`config.mk`:
```
export PLATFORM = sky130hd
export DESIGN_NAME = tx_arbiter
export DESIGN_NICKNAME = d
export VERILOG_FILES = /design/src/rtl/tx_arbiter_pkg.sv /design/src/rtl/tx_arbiter_rr_picker.sv /design/src/rtl/tx_arbiter.sv
export SDC_FILE = /design/constraint.sdc
export NUM_CORES = 1
export LEC_CHECK = 0
export CAP_MARGIN = 25
export CORE_MARGIN = 2
export CORE_UTILIZATION = 41
export DETAILED_ROUTE_END_ITERATION = 10
export PLACE_DENSITY = 0.8
export SYNTH_ARGS = -nofsm -noshare
export SYNTH_HDL_FRONTEND = slang
export SYNTH_HIERARCHICAL = 1
export SYNTH_SLANG_ARGS = --single-unit
export TNS_END_PERCENT = 10
```
`constraint.sdc`:
```
create_clock -name clock -period 2.7 [get_ports clock]
set_clock_uncertainty 0.2 [all_clocks]
set_input_delay 0.54 -clock clock [delete_from_list [all_inputs] [get_ports clock]]
set_output_delay 0.54 -clock clock [all_outputs]
set_load 0.05 [all_outputs]
```
`src/rtl/tx_arbiter_pkg.sv`:
```
// Shared definitions for the UART transmit arbiter.
// Latency: n/a (types and helpers only).
// Backpressure: n/a.
package tx_arbiter_pkg;

  // Controller states; the 2-bit encoding is shared with anything that decodes them.
  typedef enum logic [1:0] {
    ST_IDLE      = 2'd0,
    ST_ISSUE     = 2'd1,
    ST_WAIT_DONE = 2'd2,
    ST_GUARD     = 2'd3
  } arb_state_e;

  // Guard counter width; it must hold GUARD_CYCLES-1 for GUARD_CYCLES up to 15.
  localparam int GUARD_CNT_W = 4;

  // Width of a requester index; a single requester still gets a 1-bit id.
  function automatic int id_width(input int n);
    return (n <= 2) ? 1 : $clog2(n);
  endfunction

endpackage

```
`src/rtl/tx_arbiter_rr_picker.sv`:
```
// Round-robin winner selection over the request vector.
// Latency: combinational.
// Backpressure: none; valid is low when no request is pending.
module rr_picker
  import tx_arbiter_pkg::*;
#(
  parameter int  NUM_REQ = 4,
  localparam int ID_W    = id_width(NUM_REQ)
) (
  input  logic [NUM_REQ-1:0] req,
  input  logic [ID_W-1:0]    last_winner,
  output logic [ID_W-1:0]    winner,
  output logic               valid
);

  // Scan upward from the requester after the last winner, wrapping; first hit wins.
  always_comb begin
    logic [ID_W-1:0] idx;
    winner = '0;
    valid  = 1'b0;
    idx    = '0;
    for (int k = 1; k <= NUM_REQ; k++) begin
      idx = ID_W'((int'(last_winner) + k) % NUM_REQ);
      if (!valid && req[idx]) begin
        winner = idx;
        valid  = 1'b1;
      end
    end
  end

endmodule

```
`src/rtl/tx_arbiter.sv`:
```
// Shares one UART transmitter between NUM_REQ byte requesters, round-robin.
// Latency: send rises the cycle after a grant; ack follows the transmitter dropping txdone by one cycle.
// Backpressure: send held until txdone falls; a guard gap follows every frame before the next grant.
module tx_arbiter
  import tx_arbiter_pkg::*;
#(
  parameter int  NUM_REQ      = 4,
  parameter int  GUARD_CYCLES = 2,
  localparam int ID_W         = id_width(NUM_REQ)
) (
  input  logic                 clock,
  input  logic                 reset,
  input  logic [NUM_REQ-1:0]   req,
  input  logic [8*NUM_REQ-1:0] req_data,
  output logic [NUM_REQ-1:0]   ack,
  output logic [7:0]           txdata,
  output logic                 send,
  input  logic                 txdone,
  output logic [ID_W-1:0]      grant_id,
  output logic                 busy
);

  localparam logic [GUARD_CNT_W-1:0] GUARD_LOAD = GUARD_CNT_W'(GUARD_CYCLES - 1);
  localparam logic [ID_W-1:0]        LAST_RST   = ID_W'(NUM_REQ - 1);

  arb_state_e             state_q, state_d;
  logic [7:0]             txdata_q, txdata_d;
  logic [ID_W-1:0]        grant_id_q, grant_id_d;
  logic [ID_W-1:0]        last_winner_q, last_winner_d;
  logic [GUARD_CNT_W-1:0] guard_cnt_q, guard_cnt_d;
  logic [NUM_REQ-1:0]     ack_q, ack_d;

  logic [ID_W-1:0]        pick_id;
  logic                   pick_vld;
  logic [7:0]             pick_byte;

  rr_picker #(
    .NUM_REQ (NUM_REQ)
  ) u_picker (
    .req         (req),
    .last_winner (last_winner_q),
    .winner      (pick_id),
    .valid       (pick_vld)
  );

  // Byte of the requester the picker currently favours.
  always_comb begin
    pick_byte = 8'h00;
    for (int i = 0; i < NUM_REQ; i++) begin
      if (ID_W'(i) == pick_id) begin
        pick_byte = req_data[8*i +: 8];
      end
    end
  end

  // Next-state logic: grant only when the transmitter is free, hold until it reacts, then guard.
  always_comb begin
    state_d       = state_q;
    txdata_d      = txdata_q;
    grant_id_d    = grant_id_q;
    last_winner_d = last_winner_q;
    guard_cnt_d   = guard_cnt_q;
    ack_d         = '0;
    case (state_q)
      ST_IDLE: begin
        // The byte is latched here so later req/req_data changes cannot disturb it.
        if (txdone && pick_vld) begin
          state_d       = ST_ISSUE;
          txdata_d      = pick_byte;
          grant_id_d    = pick_id;
          last_winner_d = pick_id;
        end
      end
      ST_ISSUE: begin
        // No timeout: send stays up until the transmitter starts the frame.
        if (!txdone) begin
          state_d = ST_WAIT_DONE;
          ack_d   = NUM_REQ'(1) << grant_id_q;
        end
      end
      ST_WAIT_DONE: begin
        if (txdone) begin
          state_d     = ST_GUARD;
          guard_cnt_d = GUARD_LOAD;
        end
      end
      ST_GUARD: begin
        // Covers the transmitter's dead cycle after txdone rises.
        if (guard_cnt_q == '0) begin
          state_d = ST_IDLE;
        end else begin
          guard_cnt_d = guard_cnt_q - GUARD_CNT_W'(1);
        end
      end
      default: begin
        state_d = ST_IDLE;
      end
    endcase
  end

  // State and datapath registers; reset abandons any frame in flight without an ack.
  always_ff @(posedge clock) begin
    if (reset) begin
      state_q       <= ST_IDLE;
      txdata_q      <= 8'h00;
      grant_id_q    <= '0;
      last_winner_q <= LAST_RST;
      guard_cnt_q   <= '0;
      ack_q         <= '0;
    end else begin
      state_q       <= state_d;
      txdata_q      <= txdata_d;
      grant_id_q    <= grant_id_d;
      last_winner_q <= last_winner_d;
      guard_cnt_q   <= guard_cnt_d;
      ack_q         <= ack_d;
    end
  end

  assign ack      = ack_q;
  assign txdata   = txdata_q;
  assign grant_id = grant_id_q;
  assign send     = (state_q == ST_ISSUE);
  assign busy     = (state_q != ST_IDLE);

endmodule
```
[After elaboration in Yosys (flattened, before gate mapping)]
Index checks and enable logic that the tools add are counted.
Storage, ports and cells
  bits in registers: 22
  bits of input ports: 39
Operators by class
  multiplexer cells: 28
  add/subtract/negate cells: 5
  equality and inequality tests: 11
  shifts and indexed selects: 1
  bitwise logic cells: 1
  reduce and logical (&&, ||, !) cells: 16
  order comparisons: 4
Operator list (number)
  $mux 8: 4
  $mux 2: 8
  $lt 2x3->1 const B: 4
  $ne 2x2->1 const B: 5
  $bmux 1 s2: 4
  $mux 1: 8
  $mux 4: 2
  $pmux 2 s4: 1
  $pmux 4 s2: 1
  $add 2x1->2 const B: 2
  $add 2x2->2 const B: 2
  $eq 2x2->1 const A: 2
  $eq 2x2->1 const B: 2
  $logic_and 1x1->1: 4
  $logic_not 2->1: 2
  $logic_not 4->1: 1
  $reduce_and 4->1: 1
  $reduce_bool 2->1: 2
  $shl 1x2->4 const A: 1
  $sub 4x1->4 const B: 1
  $logic_not 1->1: 3
  $reduce_and 3->1: 1
  $reduce_or 3->1: 1
  $eq 1x2->1 const A: 1
  3 further kinds: 3

[Depth between registers and ports, before layout]
Gate-level depths: netlist (run 1).
  word-level depth: 18
  gate-level depth with buffers: 7

[Hierarchy]
Netlist (run 1), hierarchy kept.
Modules (own cells, without submodules)
  tx_arbiter: area each 1137.3 um^2, times used 1, cells an instance 120
  rr_picker: area each 91.3 um^2, times used 1, cells an instance 14

[Worst setup path before layout (run 1)]
OpenSTA, ideal clock, no wires.
  kind: input port to flip-flop
  from: in req[2]
  to: reg txdata_q[0], in the netlist txdata[0]
  data arrival time: 1.824 ns
  path slack: 0.544 ns
  library setup time: 0.132 ns
  cell stages on the path: 7
  data required time: 2.368 ns
  cell sequence: and2b_1 -> a21oi_2 -> o221ai_2 -> buf_2 -> mux4_2 -> nand2_1 -> a21oi_1
Between the ends
  word-level cells in the longest chain between the ends: 17
RTL lines
  from (decl): line tx_arbiter.sv:13  | input logic [NUM_REQ-1:0] req,
  $bmux 1 s2: line tx_arbiter_rr_picker.sv:24  | if (!valid && req[idx]) begin
  $mux 1 (not written as such): line tx_arbiter_rr_picker.sv:24
  $mux 1: line tx_arbiter_rr_picker.sv:24
  $logic_not 1->1: line tx_arbiter_rr_picker.sv:24
  $logic_and 1x1->1: line tx_arbiter_rr_picker.sv:24
  $mux 1: line tx_arbiter_rr_picker.sv:24
  $logic_not 1->1: line tx_arbiter_rr_picker.sv:24
  $logic_and 1x1->1: line tx_arbiter_rr_picker.sv:24
  $mux 1: line tx_arbiter_rr_picker.sv:24
  $logic_not 1->1: line tx_arbiter_rr_picker.sv:24
  $logic_and 1x1->1: line tx_arbiter_rr_picker.sv:24
  $mux 2 *: line tx_arbiter_rr_picker.sv:24
  named net pick_id[0]: line tx_arbiter.sv:33  | logic [ID_W-1:0] pick_id;
  $logic_not 2->1: line tx_arbiter.sv:50  | if (ID_W'(i) == pick_id) begin
  $mux 8 (3 in a row): line tx_arbiter.sv:50
  $mux 8 *: line tx_arbiter.sv:50
  to (signal assigned): line tx_arbiter.sv:112  | txdata_q <= txdata_d;
  to (decl): line tx_arbiter.sv:27  | logic [7:0] txdata_q, txdata_d;
The timed path passes the listed nets; every way through them passes the cells marked *. The select of a mux whose other input is x is not followed.
A chain may end at the register's enable or synchronous reset.

[Final worst setup path (run 1)]
  from: reg state_q[1]
  to: out send
Between the ends
  word-level cells in the longest chain between the ends: 1
RTL lines
  from (decl): line tx_arbiter.sv:26  | arb_state_e state_q, state_d;
  from (signal assigned): line tx_arbiter.sv:111  | state_q <= state_d;
  $eq 2x1->1: line tx_arbiter.sv:123  | assign send = (state_q == ST_ISSUE);
  to (decl): line tx_arbiter.sv:17  | output logic send,
No other way between the ends.

==> results of run 1 <==
==> cells in the mapped netlist <==
cell type | instances | area, um2
a21boi_1 | 1 | 7.51
nand2_1 | 26 | 97.6
dfxtp_1 | 22 | 440
buf_2 | 1 | 5.00
a21boi_2 | 1 | 11.3
a211o_1 | 1 | 8.76
nor2_1 | 6 | 22.5
nor3_1 | 2 | 10.0
a22oi_1 | 1 | 7.51
a21oi_1 | 15 | 75.1
a31oi_1 | 1 | 6.26
and2b_1 | 1 | 7.51
ha_1 | 6 | 75.1
mux2i_1 | 3 | 30.0
a211oi_2 | 1 | 12.5
a21oi_2 | 1 | 8.76
and3_1 | 2 | 12.5
nor2b_1 | 1 | 6.26
xnor2_1 | 1 | 8.76
mux4_2 | 8 | 180
o221ai_2 | 1 | 15.0
a211oi_1 | 1 | 7.51
inv_1 | 8 | 30.0
a311oi_1 | 2 | 17.5
a21o_1 | 1 | 7.51
o22ai_1 | 1 | 6.26
nand2b_1 | 6 | 37.5
clkbuf_1 | 5 | 18.8
or3_1 | 2 | 12.5
nand3b_1 | 2 | 15.0
nand3_1 | 1 | 5.00
nor3b_1 | 3 | 22.5
==> registers in the layout, summed over array words and instances (netlist names) <==
signal,count
txdata,8
last_winner_q,2
grant_id,2
state_q,2
guard_cnt_q,4
ack,4
==> metal layers <==
layer,track usage (%),up-vias,share of wire [%]
met2,38.4,55,52
met5,0,-,0
met1,21.5,565,38
li1,-,584,-
met3,4.62,5,8.3
met4,6.82,0,1.2
==> kinds of logic after synthesis <==
family	Yosys count	synth area share (%)
compound gates	28	15.6
xor+xnor	1	0.713
fa+ha+maj	6	6.11
buf+inv	14	4.38
flops	22	35.8
mux	11	17.1
simple gates	52	20.3
==> worst min path at each step <==
stage                           startpoint                           to
2_1_floorplan  guard_cnt_q[1]$_SDFFE_PP0P_  guard_cnt_q[1]$_SDFFE_PP0P_
3_3_place_gp        txdata[7]$_SDFFE_PP0P_       txdata[7]$_SDFFE_PP0P_
3_5_place_dp        txdata[4]$_SDFFE_PP0P_       txdata[4]$_SDFFE_PP0P_
4_1_cts             txdata[7]$_SDFFE_PP0P_       txdata[7]$_SDFFE_PP0P_
5_1_grt             txdata[7]$_SDFFE_PP0P_       txdata[7]$_SDFFE_PP0P_
6_report            txdata[7]$_SDFFE_PP0P_       txdata[7]$_SDFFE_PP0P_
==> worst register-to-register path, delay by kind of cell (launching register included) <==
| family | cells | cell delay (ns) |
|---|---|---|
| and+or+nand+nor | 2 | 0.26 |
| muxes | 1 | 0.52 |
| buffers and inverters | 1 | 0.18 |
| AOI/OAI and AO/OA | 3 | 0.34 |
| DFF | 1 | 0.47 |
==> placed cells by master (no fill, tap or decap), drive strengths merged, types with 2 or more instances in the layout <==
cell type      synthesis  routed
mux4                   8       8
mux2i                  3       3
nor2                   6       6
or3                    2       2
a311oi                 2       2
nor3                   2       2
clkdlybuf4s50          0      53
nand3b                 2       2
clkbuf                 5       3
nor3b                  3       3
and3                   2       2
nand2b                 6       6
dfxtp                 22      22
inv                    8       8
ha                     6       6
a211oi                 2       2
a21oi                 16      16
a21boi                 2       2
nand2                 26      26
buf                    1       3
==> where the power goes <==
part | switching (mW) | internal [mW]
Clock | 0.103 | 0.150
Combinational | 0.469 | 0.358
Sequential | 0.0574 | 0.390
==> layout make-up <==
type                       instances  share of cell area (%)
multi-input combinational         98                    39.2
sequential                        22                    23.5
clock inverter                     1                    1.60
timing repair buffer              57                    30.8
clock buffer                       3                    1.20
inverter                           8                    1.60
tap                               31                    2.07
==> timing repair <==
action	CTS	global route
gates resized for setup	0	1
endpoints found under the setup margin	0	1
buffers inserted	0	0
hold buffers	0	0
==> per-stage QoR <==
| stage | setup WS, ns | hold WS (ns) |
|---|---|---|
| 3_5_place_dp | 0.0284 | 0.250 |
| 3_3_place_gp | 0.0836 | 0.249 |
| 2_1_floorplan | 0.544 | 0.241 |
| 4_1_cts | 0.0131 | 0.279 |
| 6_report | 0.140 | 0.277 |
| 5_1_grt | 0.0529 | 0.293 |
==> results.toml, run 1 <==
[detailed_routing]
drt_iter0_markers = 29
dr.pass1.iters = 7
drt-wirelength-per-cell_um = 14.2
ant_nets = 0
via_per_inst = 5.50
via_count = 1209
drt_wl_total_um = 3130
drc_errors = 1

[critical_path]
cp.depth = 3
crit_type = "register to primary output"
cp-startpoint = "state_q[1]$_SDFFE_PP0P_"
worstSetupEndpointType = "primary output"
critical_path_required_ns = 1.96
setup.worst_path.start_class = "register"
cp_top_family = "buffers and inverters"
cp_data_arrival_time_ns = 1.82
endpoint = "send"
r2r-end = "txdata[1]$_SDFFE_PP0P_"
r2r_cells = 7
path_buf_inv = 2
rrSetupSlack_ns = 0.64
critPathMaxFanout = 4
crit_chain = "inv_1 > ha_1 > clkdlybuf4s50_1"
crit_path_top_delay_cell = "clkdlybuf4s50_1"
r2r-start = "last_winner_q[1]$_SDFFE_PP1P_"
critical-path-max-stage-delay_ns = 0.82

[global_routing]
antenna_found_initial = 0
overflow = 0
grt_pass1_vias = 1205
grt_max_degree = 20
track_usage_pct = 20.2
grt_pass1_wl_um = 5290

[clock_tree]
cts_buffer_depth = 2
cts_tree = "yes"
path_clk_slew_ns = 0.12
cts-root-buf = "clkbuf_4"
cts_sinks = 22
h-tree-depth = 1
insertion_delay_ns = 0.32
numCtsBuffers = 3

[cells_and_area]
drive_gt1_share_pct = 10.1
post-route-util_pct = 66.8
post-route-cell-area_um2 = 1870
seq_area_um2 = 440
multi_input_comb_area_um2 = 734
antenna_cells = 0
n_fill_cell = 229
finalNonFillerCells = 220
fin_nets = 235
area_delta_synth_final_pct = 52.5

[timing]
rsz0062_at_grt = "no"
min_period_ns = 2.56
fmax_ghz = 0.391
finalCritPeriodShare_pct = 94.8
timing.setup.tns_ns = 0
tightest_slew_ns = 0.522
finalHoldViolations = 0
setup_viol = 0
slew_headroom_pct = 65.1
slew_violations = 0

[placed_design]
port_buffers = 54
dpl_cell_area_um2 = 1820
gp_congestion = 0.807
dp.cells = 216
hpwl_um = 2490

[die]
start_util_pct = 43.8
die_area_um2 = 3450
fp.dieW_um = 58.7
io_pins = 55
die_h_um = 58.7
placementRows = 19
coreArea_um2 = 2810

[power_and_ir_drop]
ir_drop_v = 0.000446
power_mw = 1.53
p_per_area_nw_per_um2 = 815
p_leak_nw = 0.715

[yosys]
synthDistinctLibCells = 32
synth_nets = 179
ys_seq_area_share_pct = 35.8
syn_inst = 134
ys_warn_count = 6
synth-seq-cells = 22
synth.cell_area_um2 = 1230
avgSynthCellArea_um2 = 9.17

[run]
maxCapViolCount = 0

[outcome]
violations = "design-rule violations"
status = "finished, violations left"

[hold_path]
hold_path_depth = 2
hold_class = "register to register"
Power figures use the tool's default switching activity.
==> run 2, diff against run 1 <==
Settings changed: SLEW_MARGIN set to 20.
==> results of run 2 <==
No change in the layout: final DEF, timing and power equal those of run 1.
==> run 3, diff against run 2 <==
--- a/config.mk
+++ b/config.mk
@@ -8,6 +8,8 @@
 export CAP_MARGIN = 25
+export CELL_PAD_IN_SITES_DETAIL_PLACEMENT = 0
+export CELL_PAD_IN_SITES_GLOBAL_PLACEMENT = 2
 export CORE_MARGIN = 2
-export CORE_UTILIZATION = 41
+export CORE_UTILIZATION = 23
 export DETAILED_ROUTE_END_ITERATION = 10
-export PLACE_DENSITY = 0.8
+export PLACE_DENSITY = 0.79
 export SLEW_MARGIN = 20
==> constraint.sdc (replaced) <==
create_clock -name clock -period 2.7 [get_ports clock]
set_clock_uncertainty 0.2 [all_clocks]
set_input_delay 0.675 -clock clock [delete_from_list [all_inputs] [get_ports clock]]
set_output_delay 0.675 -clock clock [all_outputs]
set_load 0.05 [all_outputs]
==> run 3 against run 2 <==
The flow now finishes without violations. Clock power up 23%. Non-clock buffer count up 2. Sequential share of layout area down 0.90 points. Fmax up 3.9%. Register-to-register slack better by 0.04 ns. Power up 3.8%. Wire length up 2.0%. Final area up 4.0%. Highest routed layer unchanged.
==> results.toml, run 3 (synthesis gave the netlist of run 1 again) <==
[outcome]
status = "finished, final reports clean"

[clock_tree]
numCtsBuffers = 3
insertion_delay_ns = 0.26
cts_hold_buf = 0
path_clk_slew_ns = 0.08
h-tree-depth = 1
post_cts_buffers = 0
cts-root-buf = "clkbuf_8"
cts_resized = 0
cts_tree = "yes"
cts_sinks = 22
cts_buffer_depth = 2

[global_routing]
antenna_found_initial = 0
grt_pass1_vias = 1217
track_usage_pct = 10.8
overflow = 0
grt_max_degree = 20
grt_pass1_wl_um = 5280

[run]
maxCapViolCount = 0

[cells_and_area]
drive_gt1_share_pct = 12.0
fin_nets = 237
post-route-cell-area_um2 = 1950
area_delta_synth_final_pct = 58.7
layout_commonest_cell = "clkdlybuf4s50_1"
largest_reg_flops = 8
final_cell_mix = "clkdlybuf4s50_1, nand2_1, dfxtp_1"
n_fill_cell = 563
antenna_cells = 0

[critical_path]
worstSetupEndpointType = "register"
crit_type = "input port to register"
cp_data_arrival_time_ns = 2.41
critical_path_required_ns = 2.65
setup.worst_path.start_class = "input port"
critPathMaxFanout = 9
rrSetupSlack_ns = 0.68

[placed_design]
hpwl_um = 2520
port_buffers = 54
dpl_cell_area_um2 = 1880
gp_congestion = 0.709

[die]
die_h_um = 77.1
io_pins = 55
fp.dieW_um = 77.1
start_util_pct = 23.9
coreArea_um2 = 5140
placementRows = 26
die_area_um2 = 5940

[timing]
setup_viol = 0
rsz0062_at_grt = "no"
finalHoldViolations = 0
tightest_slew_ns = 0.514
slew_violations = 0
slew_headroom_pct = 65.6
finalCritPeriodShare_pct = 91.2
fmax_ghz = 0.406
min_period_ns = 2.46

[detailed_routing]
drt_iter0_markers = 39
ant_nets = 0
drt-wirelength-per-cell_um = 12.2
drt_wl_total_um = 3190
drc_errors = 0
dr.pass1.iters = 4
via_per_inst = 4.54
via_count = 1184

[power_and_ir_drop]
power_mw = 1.59
p_per_area_nw_per_um2 = 813
p_leak_nw = 0.723
ir_drop_v = 0.000240

[hold_path]
hold_class = "register to register"
run 3: cell type report:
type	instances	area [um2]	share of cell area (%)
clock inverter	1	30.0	1.54
timing repair buffer	59	586	30.0
tap	70	87.6	4.49
multi-input combinational	98	734	37.7
clock buffer	3	41.3	2.12
inverter	8	30.0	1.54
sequential	22	440	22.6
run 3: path summary, 6_finish.rpt:
path	start	cells past startpoint	endpoint
worst max-delay path	req[2]	8	txdata[7]$_SDFFE_PP0P_
worst min-delay path	txdata[3]$_SDFFE_PP0P_	2	txdata[3]$_SDFFE_PP0P_
worst max register to register	last_winner_q[1]$_SDFFE_PP1P_	7	txdata[7]$_SDFFE_PP0P_
worst min register to register	txdata[3]$_SDFFE_PP0P_	2	txdata[3]$_SDFFE_PP0P_
run 3: critical path, cell delays in order:
cell             delay (ns)
clkdlybuf4s50_1        0.43
and2b_1                0.24
a21oi_2                0.04
o221ai_2               0.21
buf_12                 0.18
mux4_2                 0.49
nand2_1                0.08
a21oi_1                0.06
run 3: where the power goes:
group | total, mW | internal, mW | switching, mW
sequential | 0.447 | 0.390 | 0.0565
combinational | 0.828 | 0.360 | 0.468
clock | 0.310 | 0.198 | 0.112
run 3: routing by layer:
| layer | up-vias | GRT usage (%) | share of wire [%] |
|---|---|---|---|
| met5 | - | 0 | 0 |
| met1 | 555 | 11.9 | 43 |
| met4 | 0 | 2.86 | 0.72 |
| met2 | 40 | 20.0 | 49 |
| met3 | 2 | 3.29 | 7.6 |
| li1 | 587 | - | - |
run 3: through the flow:
stage	hold WS, ns	instances	setup WS (ns)	util (%)	setup TNS [ns]
6_report	0.256	261	0.236	37.9	0
5_1_grt	0.282	261	0.135	37.9	0
4_1_cts	0.262	261	0.224	37.9	0
3_5_place_dp	0.249	257	-0.0649	36.5	-0.402
3_3_place_gp	0.242	257	-0.0182	36.5	-0.0988
2_1_floorplan	0.241	134	0.409	-	0
